[config.mk]
export PLATFORM = sky130hd
export DESIGN_NAME = alu_core_flat
export DESIGN_NICKNAME = d
export VERILOG_FILES = /design/src/rtl/alu_core_if.sv /design/src/rtl/alu_core.sv /design/src/flat_wrapper.sv
export SDC_FILE = /design/constraint.sdc
export NUM_CORES = 1
export LEC_CHECK = 0
export BUFFER_PORTS_ARGS = -buffer_cell sky130_fd_sc_hd__buf_2
export CORE_MARGIN = 2
export CORE_UTILIZATION = 45
export DETAILED_ROUTE_END_ITERATION = 6
export GPL_TIMING_DRIVEN = 0
export HOLD_SLACK_MARGIN = 0.08
export PLACE_DENSITY_LB_ADDON = 0.3
export SETUP_SLACK_MARGIN = 0.1
export SYNTH_ARGS = -nofsm -noshare
export SYNTH_HDL_FRONTEND = slang
export SYNTH_SLANG_ARGS = --single-unit
[constraint.sdc]
create_clock -name Clk -period 2.5 [get_ports Clk]
set_input_delay 0.125 -clock Clk [delete_from_list [all_inputs] [get_ports Clk]]
set_output_delay 0.125 -clock Clk [all_outputs]
set_load 0.005 [all_outputs]
[src/rtl/alu_core_if.sv]
// rtl/alu_core_if.sv - operand/opcode/result bundle between the register file side and the ALU
// Purpose: groups the ALU operands, opcode, flag-write strobe and all results into one bundle.
// Ports (as interface signals):
//   InputA, InputB [7:0], SC_in, OP [2:0], FlagWe    driven by the master (register file side)
//   Out [7:0], Zero, Equal, Even, SC_out, FlagC, FlagZ driven by the slave (alu_core)
interface alu_core_if;
   logic [7:0] InputA;
   logic [7:0] InputB;
   logic       SC_in;
   logic [2:0] OP;
   logic       FlagWe;
   logic [7:0] Out;
   logic       Zero;
   logic       Equal;
   logic       Even;
   logic       SC_out;
   logic       FlagC;
   logic       FlagZ;

   modport master (
      output InputA, InputB, SC_in, OP, FlagWe,
      input  Out, Zero, Equal, Even, SC_out, FlagC, FlagZ
   );

   modport slave (
      input  InputA, InputB, SC_in, OP, FlagWe,
      output Out, Zero, Equal, Even, SC_out, FlagC, FlagZ
   );
endinterface

[src/rtl/alu_core.sv]
// rtl/alu_core.sv - 8-bit combinational ALU with a registered carry/zero flag pair
// Purpose: same-cycle result, zero, equal, even and shift/carry-out from the operands and opcode;
//          carry and zero are captured into flag registers when FlagWe is high.
// Ports:
//   Clk    rising-edge clock, used only by the flag registers
//   Reset  synchronous active-high, clears the flag registers only
//   bus    alu_core_if slave modport carrying operands, opcode, FlagWe and all results
module alu_core #(
   parameter int W = 8
) (
   input  logic        Clk,
   input  logic        Reset,
   alu_core_if.slave   bus
);

   localparam logic [2:0] OP_ADD  = 3'b000;
   localparam logic [2:0] OP_LSL  = 3'b001;
   localparam logic [2:0] OP_LSR  = 3'b010;
   localparam logic [2:0] OP_XOR  = 3'b011;
   localparam logic [2:0] OP_SNE  = 3'b100;
   localparam logic [2:0] OP_SEQ  = 3'b101;
   localparam logic [2:0] OP_MSK  = 3'b110;
   localparam logic [2:0] OP_PASS = 3'b111;

   logic [W:0]   sum;
   logic [W-1:0] result;
   logic         sc_out;
   logic         equal;

   logic         flag_c_d;
   logic         flag_c_q;
   logic         flag_z_d;
   logic         flag_z_q;

   assign equal = (bus.InputA == bus.InputB);

   always_comb begin
      // Ninth bit of the widened sum is the carry out.
      sum    = {1'b0, bus.InputA} + {1'b0, bus.InputB} + {{W{1'b0}}, bus.SC_in};
      result = '0;
      sc_out = 1'b0;
      case (bus.OP)
         OP_ADD: begin
            result = sum[W-1:0];
            sc_out = sum[W];
         end
         OP_LSL: begin
            result = {bus.InputA[W-2:0], bus.SC_in};
            sc_out = bus.InputA[W-1];
         end
         OP_LSR: begin
            result = {1'b0, bus.InputA[W-1:1]};
            sc_out = bus.InputA[0];
         end
         OP_XOR: result = bus.InputA ^ bus.InputB;
         OP_SNE: result = equal ? '0 : W'(1);
         OP_SEQ: result = equal ? W'(1) : '0;
         // Single-bit test: only B[2:0] selects the bit, upper B bits are ignored.
         OP_MSK: result = bus.InputA & (W'(1) << bus.InputB[2:0]);
         OP_PASS: result = bus.InputB;
         default: result = '0;
      endcase
   end

   assign bus.Out    = result;
   assign bus.Zero   = (result == '0);
   assign bus.Equal  = equal;
   assign bus.Even   = ~result[0];
   assign bus.SC_out = sc_out;

   always_comb begin
      flag_c_d = flag_c_q;
      flag_z_d = flag_z_q;
      if (bus.FlagWe) begin
         flag_c_d = sc_out;
         flag_z_d = (result == '0);
      end
   end

   // Reset takes priority over a simultaneous flag write.
   always_ff @(posedge Clk) begin
      if (Reset) begin
         flag_c_q <= 1'b0;
         flag_z_q <= 1'b0;
      end else begin
         flag_c_q <= flag_c_d;
         flag_z_q <= flag_z_d;
      end
   end

   assign bus.FlagC = flag_c_q;
   assign bus.FlagZ = flag_z_q;

endmodule

[src/flat_wrapper.sv]
// flat-port wrapper written by rule: the top's interface ports become plain ports
module alu_core_flat 
#(
   parameter int W = 8
)
  (Clk, Reset, bus_InputA, bus_InputB, bus_SC_in, bus_OP, bus_FlagWe, bus_Out, bus_Zero, bus_Equal, bus_Even, bus_SC_out, bus_FlagC, bus_FlagZ);
  alu_core_if bus_i ();
  input  logic Clk;
  input  logic Reset;
  input wire logic [$bits(bus_i.InputA)-1:0] bus_InputA;
  input wire logic [$bits(bus_i.InputB)-1:0] bus_InputB;
  input wire logic [$bits(bus_i.SC_in)-1:0] bus_SC_in;
  input wire logic [$bits(bus_i.OP)-1:0] bus_OP;
  input wire logic [$bits(bus_i.FlagWe)-1:0] bus_FlagWe;
  output wire logic [$bits(bus_i.Out)-1:0] bus_Out;
  output wire logic [$bits(bus_i.Zero)-1:0] bus_Zero;
  output wire logic [$bits(bus_i.Equal)-1:0] bus_Equal;
  output wire logic [$bits(bus_i.Even)-1:0] bus_Even;
  output wire logic [$bits(bus_i.SC_out)-1:0] bus_SC_out;
  output wire logic [$bits(bus_i.FlagC)-1:0] bus_FlagC;
  output wire logic [$bits(bus_i.FlagZ)-1:0] bus_FlagZ;
  assign bus_i.InputA = bus_InputA;
  assign bus_i.InputB = bus_InputB;
  assign bus_i.SC_in = bus_SC_in;
  assign bus_i.OP = bus_OP;
  assign bus_i.FlagWe = bus_FlagWe;
  assign bus_Out = bus_i.Out;
  assign bus_Zero = bus_i.Zero;
  assign bus_Equal = bus_i.Equal;
  assign bus_Even = bus_i.Even;
  assign bus_SC_out = bus_i.SC_out;
  assign bus_FlagC = bus_i.FlagC;
  assign bus_FlagZ = bus_i.FlagZ;
  alu_core #(.W(W)) u_core (.Clk(Clk), .Reset(Reset), .bus(bus_i));
endmodule
==> results.md <==
* Status: finished, violations left
* Failing checks: negative setup slack
* Global route overflow at 0
* CP endpoint: bus_Zero
* Switch Pwr at approximately 0.16 mW
* Mean Syn Cell Area at 6.93 sq um
* RePlAce Congestion at 0.923
* Dpl cell area at roughly 1200 sq um
* Final setup vio count at 2
* Max H-tree Level at 1
* Power Total at 0.372 mW
* Largest net degree at the start of global routing at 11
* Worst R2R Start: u_core.bus.FlagZ
* Fin crit share at 1.05
* Die X at 50.8 microns
* Drt first-iter violations at 87
* Clock Skews at 0 ns
* Final core occ at 0.650
* CP arrival at around 2.5 ns
* Antenna diodes at 0
* CTS clk-pin slew, worst paths at 0.03 ns
* Worst-Skew Late Latency at 0.22 ns
* Die Y at approximately 51 microns
* Area of the mapped netlist at 985 sq um
* Per-cell routed wire length at 15.8 microns
* CP delay by family, top: simple AND/OR/NAND/NOR gates
* Antenna violations before repair at 0
* Inst Count DP at between 200 and 250
* HP Class: input pin to flip-flop
* Starting Density at 0.487
* Pins Over Slew Limit at 0
* Flops & latches, synth at 2
* Commonest non-fill, non-tap cell in the layout: buf_2
* Area delta synth->final at 33.4%
* Syn nets at between 150 and 200
* Place WS at -0.210 ns
* CTS sink cnt at 2
* Clock root buffer: clkbuf_4
* Clk buf depth at 2
* CP max stage cell: or4_1
* Clk pwr share at 0.191
* Setup crit end kind: output pin
* Synth unique cells at 45
* FMAX at 380 MHz
* Worst Path Required at approximately 2.4 ns
* Worst Path Max Fanout at 3
* # rows at 16
* Routed wire length at approximately 3300 microns
* Slew HR at 0.652
* Startpoint Class: input pin
* CP peak stage delay at slightly above 0.5 ns
* Post-route ant nets at 0
* Final Worst Setup Slack at -0.134 ns
* Vias in the first global route at ~1200
* RSZ-0062 raised after global routing: true
* Leak pwr at approximately 0.6 nW
* Overall Global Routing Usage at 0.268
* Worst R2R End: u_core.bus.FlagZ
* Layout cells sized above 1 at 0.332
* YS warnings at 0
* Seq/Total Area, Yosys at 0.0407
* Area leader, netlist: ha_1
* DRC violations left at 0
* Final Instance Area at 1310 sq um
* Sw Ratio at 0.442
* Fin. Hold Viols at 0
* Worst slew pin tran at 0.518 ns
* Internal Power at about 0.21 mW
* Worst-path cell chain: buf_8 -> fa_2 -> a211oi_1 -> nor2_1 -> nor2_1 -> o211ai_1 -> or4_1 -> or4_4 -> nor2_2 -> buf_2
* Io pins at 37
* Hold WS at 0.102 ns
* Worst Setup Path Type: input pin to output pin
* Non-Filler Instances at about 210
* Worst Path Buf+Inv at 2
* Total CTS buffers at 3
* Final nets at 219
* Synth Instances at ~140
* Vias/cell at 6.14
* Synth area leaders: ha_1 (10%), mux2i_1 (8.1%), o21ai_0 (7.6%)
* Top cell by count, worst path: nor2_1
* First-pass GRT wire length at 5480 microns
* Min cycle time layout at 2.63 ns
* Core ar. at 2020 sq um
* Comb power frac at 0.718
* Sequential power share at 0.091
* WP depth at 10
* Number of max-cap violations at 0
* Die footprint at 2580 sq um
* Most frequent cells in the layout: buf_2 (35), nor2_1 (15), o21ai_0 (15)
* Final HPWL DP at 2600 microns
* R2R setup slack at 1.89 ns
* Area share of the largest cell type after synthesis at 0.102
* Port bufs at 35
* TritonRoute pass-1 iters at 4
* Cell Pwr Density at around 280 nW/um^2
* CTS tree: built
* R2R depth at 2
* Setup TNS at -0.235 ns
* Max VDD drop at 0.000215 V
* CP Launch Point: bus_SC_in
* Via count at 1295
flip-flops by register name, indices dropped and copies added (netlist names):
signal and count:
u_core.bus.FlagC 1, u_core.bus.FlagZ 1
logic make-up after synthesis:
logic type,count (synthesis),share of synthesized area
muxes,9,0.0928
xor gates and xnor gates,3,0.0267
and+or+nand+nor,60,0.332
AOI/OAI and AO/OA,44,0.301
buffers and inverters,14,0.0648
adders and majority gates,10,0.142
DFF,2,0.0407
worst min path at each step:
stage,startpoint,endpoint,slack (ns),cells past startpoint
after floorplan,Reset,u_core.bus.FlagC,0.20,1
after global placement,Reset,u_core.bus.FlagC,0.32,2
after detailed placement,Reset,u_core.bus.FlagC,0.33,2
after CTS,Reset,u_core.bus.FlagC,0.1,2
after global routing,Reset,u_core.bus.FlagC,0.09,2
final,Reset,u_core.bus.FlagC,0.10,2
metal layers:
metal	GRT usage	vias to the layer above	wire [microns]
met5	0	-	0
met4	0.0676	0	46
met3	0.0208	10	208
met2	0.456	66	1620
met1	0.364	589	1450
li1	-	630	-
what timing repair did:
item	in CTS	in global routing
gates resized for setup	8	4
pin swaps	1	1
setup endpoints to repair	2	2
hold buffers	0	0
buffers inserted	3	1
gates cloned	0	0
hold endpoints to repair	0	0
cells in the mapped netlist (all sizes together):
library cell and count:
a32o 1, dfxtp 2, a221oi 2, xor2 1
inv 7, clkbuf 3, nor3 5, fa 2
nor2b 2, nor3b 1, mux2 1, a21o 1
a21oi 7, or2 1, nand3b 2, o211ai 1
a31oi 2, nand3 7, or4 5, nor4 1
nand2b 3, o31a 1, ha 8, xnor2 2
and2 1, and3 4, or3 1, o21a 4
o32ai 1, o22a 1, mux2i 8, o311ai 1
and4 1, o21ai 15, nor2 16, a22oi 2
buf 4, nand2 7, nand4 2, and4b 1
a211oi 1, a221o 1, a32oi 3
final cells by class:
cell class              instances  area [sq um]
flip-flops and latches          2          40.0
well taps                      27          33.8
multi-input cells             126           926
clock buffers                   3          22.5
plain buffers                   7          37.5
inverters                       7          26.3
repair buffers                 39           228
fillers                       197           708
power by group through the flow:
stage	logic (mW)	clock network, mW	registers [mW]
4_1_cts	0.257	0.0714	0.0337
2_1_floorplan	0.155	0	0.0342
6_report	0.267	0.0709	0.0337
3_5_place_dp	0.240	0	0.0341
5_1_grt	0.293	0.0762	0.0338
3_3_place_gp	0.232	0	0.0340
Note: power is estimated with default switching activity, not from simulation.
